File: src/rtl/multicycle_control.sv
// Control unit for a multicycle RV32I-subset datapath: one Moore FSM plus
// combinational decode of the ALU operation and immediate format.
module multicycle_control #(
  parameter int ALU_CTRL_WIDTH = 4
) (
  input  logic                      clk,
  input  logic                      rst,
  input  logic [6:0]                i_op,
  input  logic [2:0]                i_funct3,
  input  logic                      i_funct7b5,
  input  logic                      i_zero,
  input  logic                      i_result_lsb,
  input  logic                      i_mem_ready,
  output logic                      o_pc_write,
  output logic                      o_ir_write,
  output logic                      o_reg_write,
  output logic                      o_mem_write,
  output logic                      o_adr_src,
  output logic [1:0]                o_result_src,
  output logic [1:0]                o_alu_src_a,
  output logic [1:0]                o_alu_src_b,
  output logic [2:0]                o_imm_src,
  output logic [ALU_CTRL_WIDTH-1:0] o_alu_control,
  output logic                      o_illegal_op
);

  localparam logic [6:0] OP_LOAD   = 7'b0000011;
  localparam logic [6:0] OP_STORE  = 7'b0100011;
  localparam logic [6:0] OP_RTYPE  = 7'b0110011;
  localparam logic [6:0] OP_ITYPE  = 7'b0010011;
  localparam logic [6:0] OP_BRANCH = 7'b1100011;
  localparam logic [6:0] OP_JAL    = 7'b1101111;
  localparam logic [6:0] OP_LUI    = 7'b0110111;

  localparam logic [ALU_CTRL_WIDTH-1:0] ALU_ADD  = ALU_CTRL_WIDTH'(4'd0);
  localparam logic [ALU_CTRL_WIDTH-1:0] ALU_SUB  = ALU_CTRL_WIDTH'(4'd1);
  localparam logic [ALU_CTRL_WIDTH-1:0] ALU_SLL  = ALU_CTRL_WIDTH'(4'd2);
  localparam logic [ALU_CTRL_WIDTH-1:0] ALU_SLT  = ALU_CTRL_WIDTH'(4'd3);
  localparam logic [ALU_CTRL_WIDTH-1:0] ALU_SLTU = ALU_CTRL_WIDTH'(4'd4);
  localparam logic [ALU_CTRL_WIDTH-1:0] ALU_XOR  = ALU_CTRL_WIDTH'(4'd5);
  localparam logic [ALU_CTRL_WIDTH-1:0] ALU_SRL  = ALU_CTRL_WIDTH'(4'd6);
  localparam logic [ALU_CTRL_WIDTH-1:0] ALU_SRA  = ALU_CTRL_WIDTH'(4'd7);
  localparam logic [ALU_CTRL_WIDTH-1:0] ALU_OR   = ALU_CTRL_WIDTH'(4'd8);
  localparam logic [ALU_CTRL_WIDTH-1:0] ALU_AND  = ALU_CTRL_WIDTH'(4'd9);

  typedef enum logic [3:0] {
    S_FETCH,
    S_DECODE,
    S_MEMADR,
    S_MEMREAD,
    S_MEMWB,
    S_MEMWRITE,
    S_EXECR,
    S_EXECI,
    S_ALUWB,
    S_BRANCH,
    S_JAL,
    S_LUI,
    S_ILLEGAL
  } state_t;

  state_t r_state;
  state_t w_state_next;

  logic                      w_pc_write;
  logic                      w_ir_write;
  logic                      w_reg_write;
  logic                      w_mem_write;
  logic                      w_illegal_op;
  logic                      w_adr_src;
  logic [1:0]                w_result_src;
  logic [1:0]                w_alu_src_a;
  logic [1:0]                w_alu_src_b;
  logic [ALU_CTRL_WIDTH-1:0] w_alu_control;
  logic [ALU_CTRL_WIDTH-1:0] w_alu_op;
  logic [ALU_CTRL_WIDTH-1:0] w_branch_alu;
  logic                      w_branch_taken;
  logic                      w_branch_f3_ok;

  always_ff @(posedge clk) begin
    if (rst) begin
      r_state <= S_FETCH;
    end else begin
      r_state <= w_state_next;
    end
  end

  // Arithmetic op for EXECR/EXECI; sub only exists in R-type, sra in both.
  always_comb begin
    w_alu_op = ALU_ADD;
    case (i_funct3)
      3'b000:  w_alu_op = ((i_op == OP_RTYPE) && i_funct7b5) ? ALU_SUB : ALU_ADD;
      3'b001:  w_alu_op = ALU_SLL;
      3'b010:  w_alu_op = ALU_SLT;
      3'b011:  w_alu_op = ALU_SLTU;
      3'b100:  w_alu_op = ALU_XOR;
      3'b101:  w_alu_op = i_funct7b5 ? ALU_SRA : ALU_SRL;
      3'b110:  w_alu_op = ALU_OR;
      default: w_alu_op = ALU_AND;
    endcase
  end

  // Odd funct3 values invert the comparison outcome (bne, bge, bgeu).
  always_comb begin
    w_branch_alu   = ALU_SUB;
    w_branch_taken = 1'b0;
    case (i_funct3[2:1])
      2'b00: begin
        w_branch_alu   = ALU_SUB;
        w_branch_taken = i_zero ^ i_funct3[0];
      end
      2'b10: begin
        w_branch_alu   = ALU_SLT;
        w_branch_taken = i_result_lsb ^ i_funct3[0];
      end
      2'b11: begin
        w_branch_alu   = ALU_SLTU;
        w_branch_taken = i_result_lsb ^ i_funct3[0];
      end
      default: begin
        w_branch_alu   = ALU_SUB;
        w_branch_taken = 1'b0;
      end
    endcase
  end

  assign w_branch_f3_ok = (i_funct3 != 3'b010) && (i_funct3 != 3'b011);

  always_comb begin
    case (i_op)
      OP_STORE:  o_imm_src = 3'b001;
      OP_BRANCH: o_imm_src = 3'b010;
      OP_JAL:    o_imm_src = 3'b011;
      OP_LUI:    o_imm_src = 3'b100;
      default:   o_imm_src = 3'b000;
    endcase
  end

  always_comb begin
    w_state_next  = r_state;
    w_pc_write    = 1'b0;
    w_ir_write    = 1'b0;
    w_reg_write   = 1'b0;
    w_mem_write   = 1'b0;
    w_illegal_op  = 1'b0;
    w_adr_src     = 1'b0;
    w_result_src  = 2'b00;
    w_alu_src_a   = 2'b00;
    w_alu_src_b   = 2'b00;
    w_alu_control = ALU_ADD;
    case (r_state)
      S_FETCH: begin
        w_alu_src_b  = 2'b10;
        w_result_src = 2'b10;
        w_ir_write   = i_mem_ready;
        w_pc_write   = i_mem_ready;
        if (i_mem_ready) w_state_next = S_DECODE;
      end
      S_DECODE: begin
        w_alu_src_a = 2'b01;
        w_alu_src_b = 2'b01;
        case (i_op)
          OP_LOAD, OP_STORE: w_state_next = S_MEMADR;
          OP_RTYPE:          w_state_next = S_EXECR;
          OP_ITYPE:          w_state_next = S_EXECI;
          OP_BRANCH:         w_state_next = w_branch_f3_ok ? S_BRANCH : S_ILLEGAL;
          OP_JAL:            w_state_next = S_JAL;
          OP_LUI:            w_state_next = S_LUI;
          default:           w_state_next = S_ILLEGAL;
        endcase
      end
      S_MEMADR: begin
        w_alu_src_a  = 2'b10;
        w_alu_src_b  = 2'b01;
        w_state_next = (i_op == OP_STORE) ? S_MEMWRITE : S_MEMREAD;
      end
      S_MEMREAD: begin
        w_adr_src = 1'b1;
        if (i_mem_ready) w_state_next = S_MEMWB;
      end
      S_MEMWB: begin
        w_result_src = 2'b01;
        w_reg_write  = 1'b1;
        w_state_next = S_FETCH;
      end
      S_MEMWRITE: begin
        w_adr_src   = 1'b1;
        w_mem_write = 1'b1;
        if (i_mem_ready) w_state_next = S_FETCH;
      end
      S_EXECR: begin
        w_alu_src_a   = 2'b10;
        w_alu_control = w_alu_op;
        w_state_next  = S_ALUWB;
      end
      S_EXECI: begin
        w_alu_src_a   = 2'b10;
        w_alu_src_b   = 2'b01;
        w_alu_control = w_alu_op;
        w_state_next  = S_ALUWB;
      end
      S_ALUWB: begin
        w_reg_write  = 1'b1;
        w_state_next = S_FETCH;
      end
      S_BRANCH: begin
        w_alu_src_a   = 2'b10;
        w_alu_control = w_branch_alu;
        w_pc_write    = w_branch_taken;
        w_state_next  = S_FETCH;
      end
      S_JAL: begin
        w_alu_src_a  = 2'b01;
        w_alu_src_b  = 2'b10;
        w_pc_write   = 1'b1;
        w_state_next = S_ALUWB;
      end
      S_LUI: begin
        w_alu_src_a  = 2'b11;
        w_alu_src_b  = 2'b01;
        w_state_next = S_ALUWB;
      end
      S_ILLEGAL: begin
        w_illegal_op = 1'b1;
      end
      default: begin
        w_state_next = S_FETCH;
      end
    endcase
  end

  // Side effects are suppressed for the whole reset cycle, whatever the state.
  assign o_pc_write    = w_pc_write & ~rst;
  assign o_ir_write    = w_ir_write & ~rst;
  assign o_reg_write   = w_reg_write & ~rst;
  assign o_mem_write   = w_mem_write & ~rst;
  assign o_illegal_op  = w_illegal_op & ~rst;
  assign o_adr_src     = w_adr_src;
  assign o_result_src  = w_result_src;
  assign o_alu_src_a   = w_alu_src_a;
  assign o_alu_src_b   = w_alu_src_b;
  assign o_alu_control = w_alu_control;

endmodule

File: config.mk
export PLATFORM = sky130hd
export DESIGN_NAME = multicycle_control
export DESIGN_NICKNAME = d
export VERILOG_FILES = /design/src/rtl/multicycle_control.sv
export SDC_FILE = /design/constraint.sdc
export NUM_CORES = 1
export LEC_CHECK = 0
export CELL_PAD_IN_SITES_DETAIL_PLACEMENT = 0
export CELL_PAD_IN_SITES_GLOBAL_PLACEMENT = 1
export CORE_UTILIZATION = 29
export CTS_BUF_LIST = sky130_fd_sc_hd__clkbuf_16
export DETAILED_ROUTE_END_ITERATION = 10
export PLACE_DENSITY_LB_ADDON = 0.1
export SLEW_MARGIN = 30
export SYNTH_ARGS = -nofsm -noshare
export SYNTH_HDL_FRONTEND = slang
export SYNTH_SLANG_ARGS = --single-unit
File: constraint.sdc
create_clock -name clk -period 5.1 [get_ports clk]
set_input_delay 1.53 -clock clk [delete_from_list [all_inputs] [get_ports clk]]
set_output_delay 1.53 -clock clk [all_outputs]
set_load 0.02 [all_outputs]
==> results.yml <==
outcome:
  status: "complete, no violations"
timing:
  tns_ns: 0
  rsz0062_at_grt: "false"
  fin_worst_skew_ns: 0.001016
  fmax_mhz: 203.4
  hold_viol_final: 0
  slew_headroom: 0.5900
  setup_viol_count_final: 0
  layout_setup_ws_ns: 0.1834
  tightestPinTransition_ns: 0.6142
  final-max-slew-violation-count: 0
  period_share: 0.9640
  fin_crit_ns: 4.917
floorplan:
  die_w_um: 53.30
  dieArea_mm2: 0.002841
  initial_utilization: 0.3081
  dieHeight_um: 53.30
  coreArea_mm2: 0.002477
  std_cell_rows: 18
  ios: 35
synth:
  syn_nets: 135
  yosys_most_used_dff: "dfxtp_1"
  ys_seq_area_frac: 0.1049
  synth_top_area_share: 0.1049
  synthCells: 119
  syn_avg_cell_area_um2: 6.414
  synth_cell_types: 43
  synth_area_leaders: "dfxtp_1 10%, o21ai_0 7.2%, nand2_1 6.9%"
  yosysTopAreaCell: "dfxtp_1"
  synth_edf_count: 0
  synthArstFlopShare: 0
  synth_seq_cells: 4
  synthesis.area_um2: 763.2
  yosysWarnings: 0
  synth_common_cells: "14 x nand2_1, 11 x o21ai_0, 10 x nor2_1"
  yosysMostFrequentCell: "nand2_1"
worst_setup_path:
  critical_path.max_stage_delay_ns: 0.49
  cp_top_family: "buffers and inverters"
  worstPathRequired_ns: 3.57
  setup.worst_path.end_class: "output pin"
  cp_num_buf_inv: 2
  crit_path_cell_trace: "clkdlybuf4s50_1 -> or4b_4 -> o21ai_0 -> a21oi_1 -> a2111oi_2 -> dlygate4sd2_1"
  crit_arrival_ns: 3.39
  path_max_fanout: 3
  cp-start-kind: "input pin"
  critical_path_class: "input pin to output pin"
  cp_slowest_cell: "clkdlybuf4s50_1"
finish:
  utilization: 0.4934
  seqCellArea_um2: 80.08
  layout-drive-gt1-share: 0.1046
  multi_input_area_um2: 611.8
  area_growth_pct: 60.16
  fill_cells: 261
  top_register: "r_state"
  final_area_mm2: 0.001222
  antenna_cells: 0
  instances_no_fill: 183
  fin_nets: 171
  top_regs: "r_state x4"
  largest_register_ff_count: 4
clock_network:
  clkTransAtPathRegs_ns: 0.03
  cts-buffers-inserted: 3
  cts_tree: "yes"
  cts_hold_buf: 0
  clk_latency_ns: 0.22
  clk_path_buf_depth: 2
  post_cts_buffers: 0
  numClockSinks: 4
  cts_htree_levels: 1
  clockRootBuffer: "clkbuf_16"
global_routing:
  grt_pass1_wl_mm: 3.553
  grt_max_degree: 20
  antenna_found_initial: 0
  grt-ovfl-total: 0
  groute.usage.overall: 0.1647
  grt_pass1_vias: 776
run:
  max-cap-violations: 0
placed_design:
  place_congestion: 0.8467
  port-buffer-count: 34
  dp.cells: 180
  dpl_cell_area_mm2: 0.001149
  dp_hpwl_mm: 1.755
  pre_cts_slack_ns: -0.1104
detailed_routing:
  num_vias: 993
  ant_nets: 0
  dr.pass1.iters: 4
  drt_first_iter_violations: 15
  viasPerCell: 5.426
  drc: 0
  drt_wl_total_mm: 2.344
  wl_per_cell_um: 12.81
hold_path:
  hold_class: "flop to flop"
power:
  power.leakage_nw: 0.4541
  irDropWorstVdd_mv: 0.3631
  p_per_area_mw_per_mm2: 204.5
==> routing by layer <==
layer | part of all wire | vias up | track usage | routed length [um]
met1 | 0.47 | 459 | 0.2450 | 1110
met3 | 0.045 | 0 | 0.008621 | 105
met5 | 0 | - | 0 | 0
li1 | - | 509 | - | -
met2 | 0.48 | 25 | 0.2583 | 1128
met4 | 0 | 0 | 0.02632 | 0
==> through the flow <==
stage	hold WS, ns	power [mW]
2_1_floorplan	0.6876	0.08941
3_3_place_gp	0.7735	0.1294
3_5_place_dp	0.7567	0.1300
4_1_cts	0.7750	0.2529
5_1_grt	0.8465	0.2646
6_report	0.7696	0.2499
==> logic make-up after synthesis <==
kind of cell,count (synthesis),share of synthesized area
buf+inv,16,0.09343
flops,4,0.1049
xor+xnor,5,0.05737
compound gates,37,0.3262
simple gates,57,0.4181
==> what timing repair did <==
| action | in CTS | in global routing |
|---|---|---|
| resized for setup | 1 | 0 |
| endpoints found under the setup margin | 1 | 0 |
| hold endpoints to repair | 0 | 0 |
==> worst min-delay path, delay by kind of cell (launching register included) <==
kind / cells / cell delay, ns
and+or+nand+nor: 1 / 0.13
AOI/OAI and AO/OA: 1 / 0.09
DFF: 1 / 0.48
==> where the power goes <==
part           internal (mW)  total [mW]  switching, mW
registers             0.0337      0.0425        0.00889
clock network          0.100       0.120         0.0200
logic                 0.0450      0.0874         0.0424
==> layout make-up <==
class | count | area share
tap | 30 | 0.03071
sequential | 4 | 0.06551
multi-input combinational | 99 | 0.5005
clock buffer | 3 | 0.06141
timing repair buffer | 42 | 0.3265
inverter | 5 | 0.01535
==> layout by cell type (no fill, tap or decap), types with 2 or more instances in the layout <==
cell             netlist  layout
dfxtp_1                4       4
clkdlybuf4s50_1        0      33
or4b_4                 2       2
o22ai_1                2       2
nor3_1                 3       3
nand2b_1               5       5
buf_4                  0       8
a311oi_1               2       2
o21ai_0               11      11
o32ai_1                2       2
xor2_1                 4       4
nand2_1               14      14
a21boi_0               2       2
nor4_1                 2       2
inv_1                  5       5
nand3_1                2       2
nor2_1                10      10
nor2b_1                2       2
clkbuf_16              0       3
a21oi_1                8       8
and3_1                 7       7
==> final timing paths <==
kind / endpoint / startpoint / depth (start not counted) / slack (ns)
min reg2reg: r_state[1] / r_state[1] / 2 / 0.77
max reg2reg: r_state[1] / r_state[0] / 4 / 3.38
max: o_pc_write / i_mem_ready / 6 / 0.18
min: r_state[1] / r_state[1] / 2 / 0.77
Note: power is estimated with default switching activity, not from simulation.
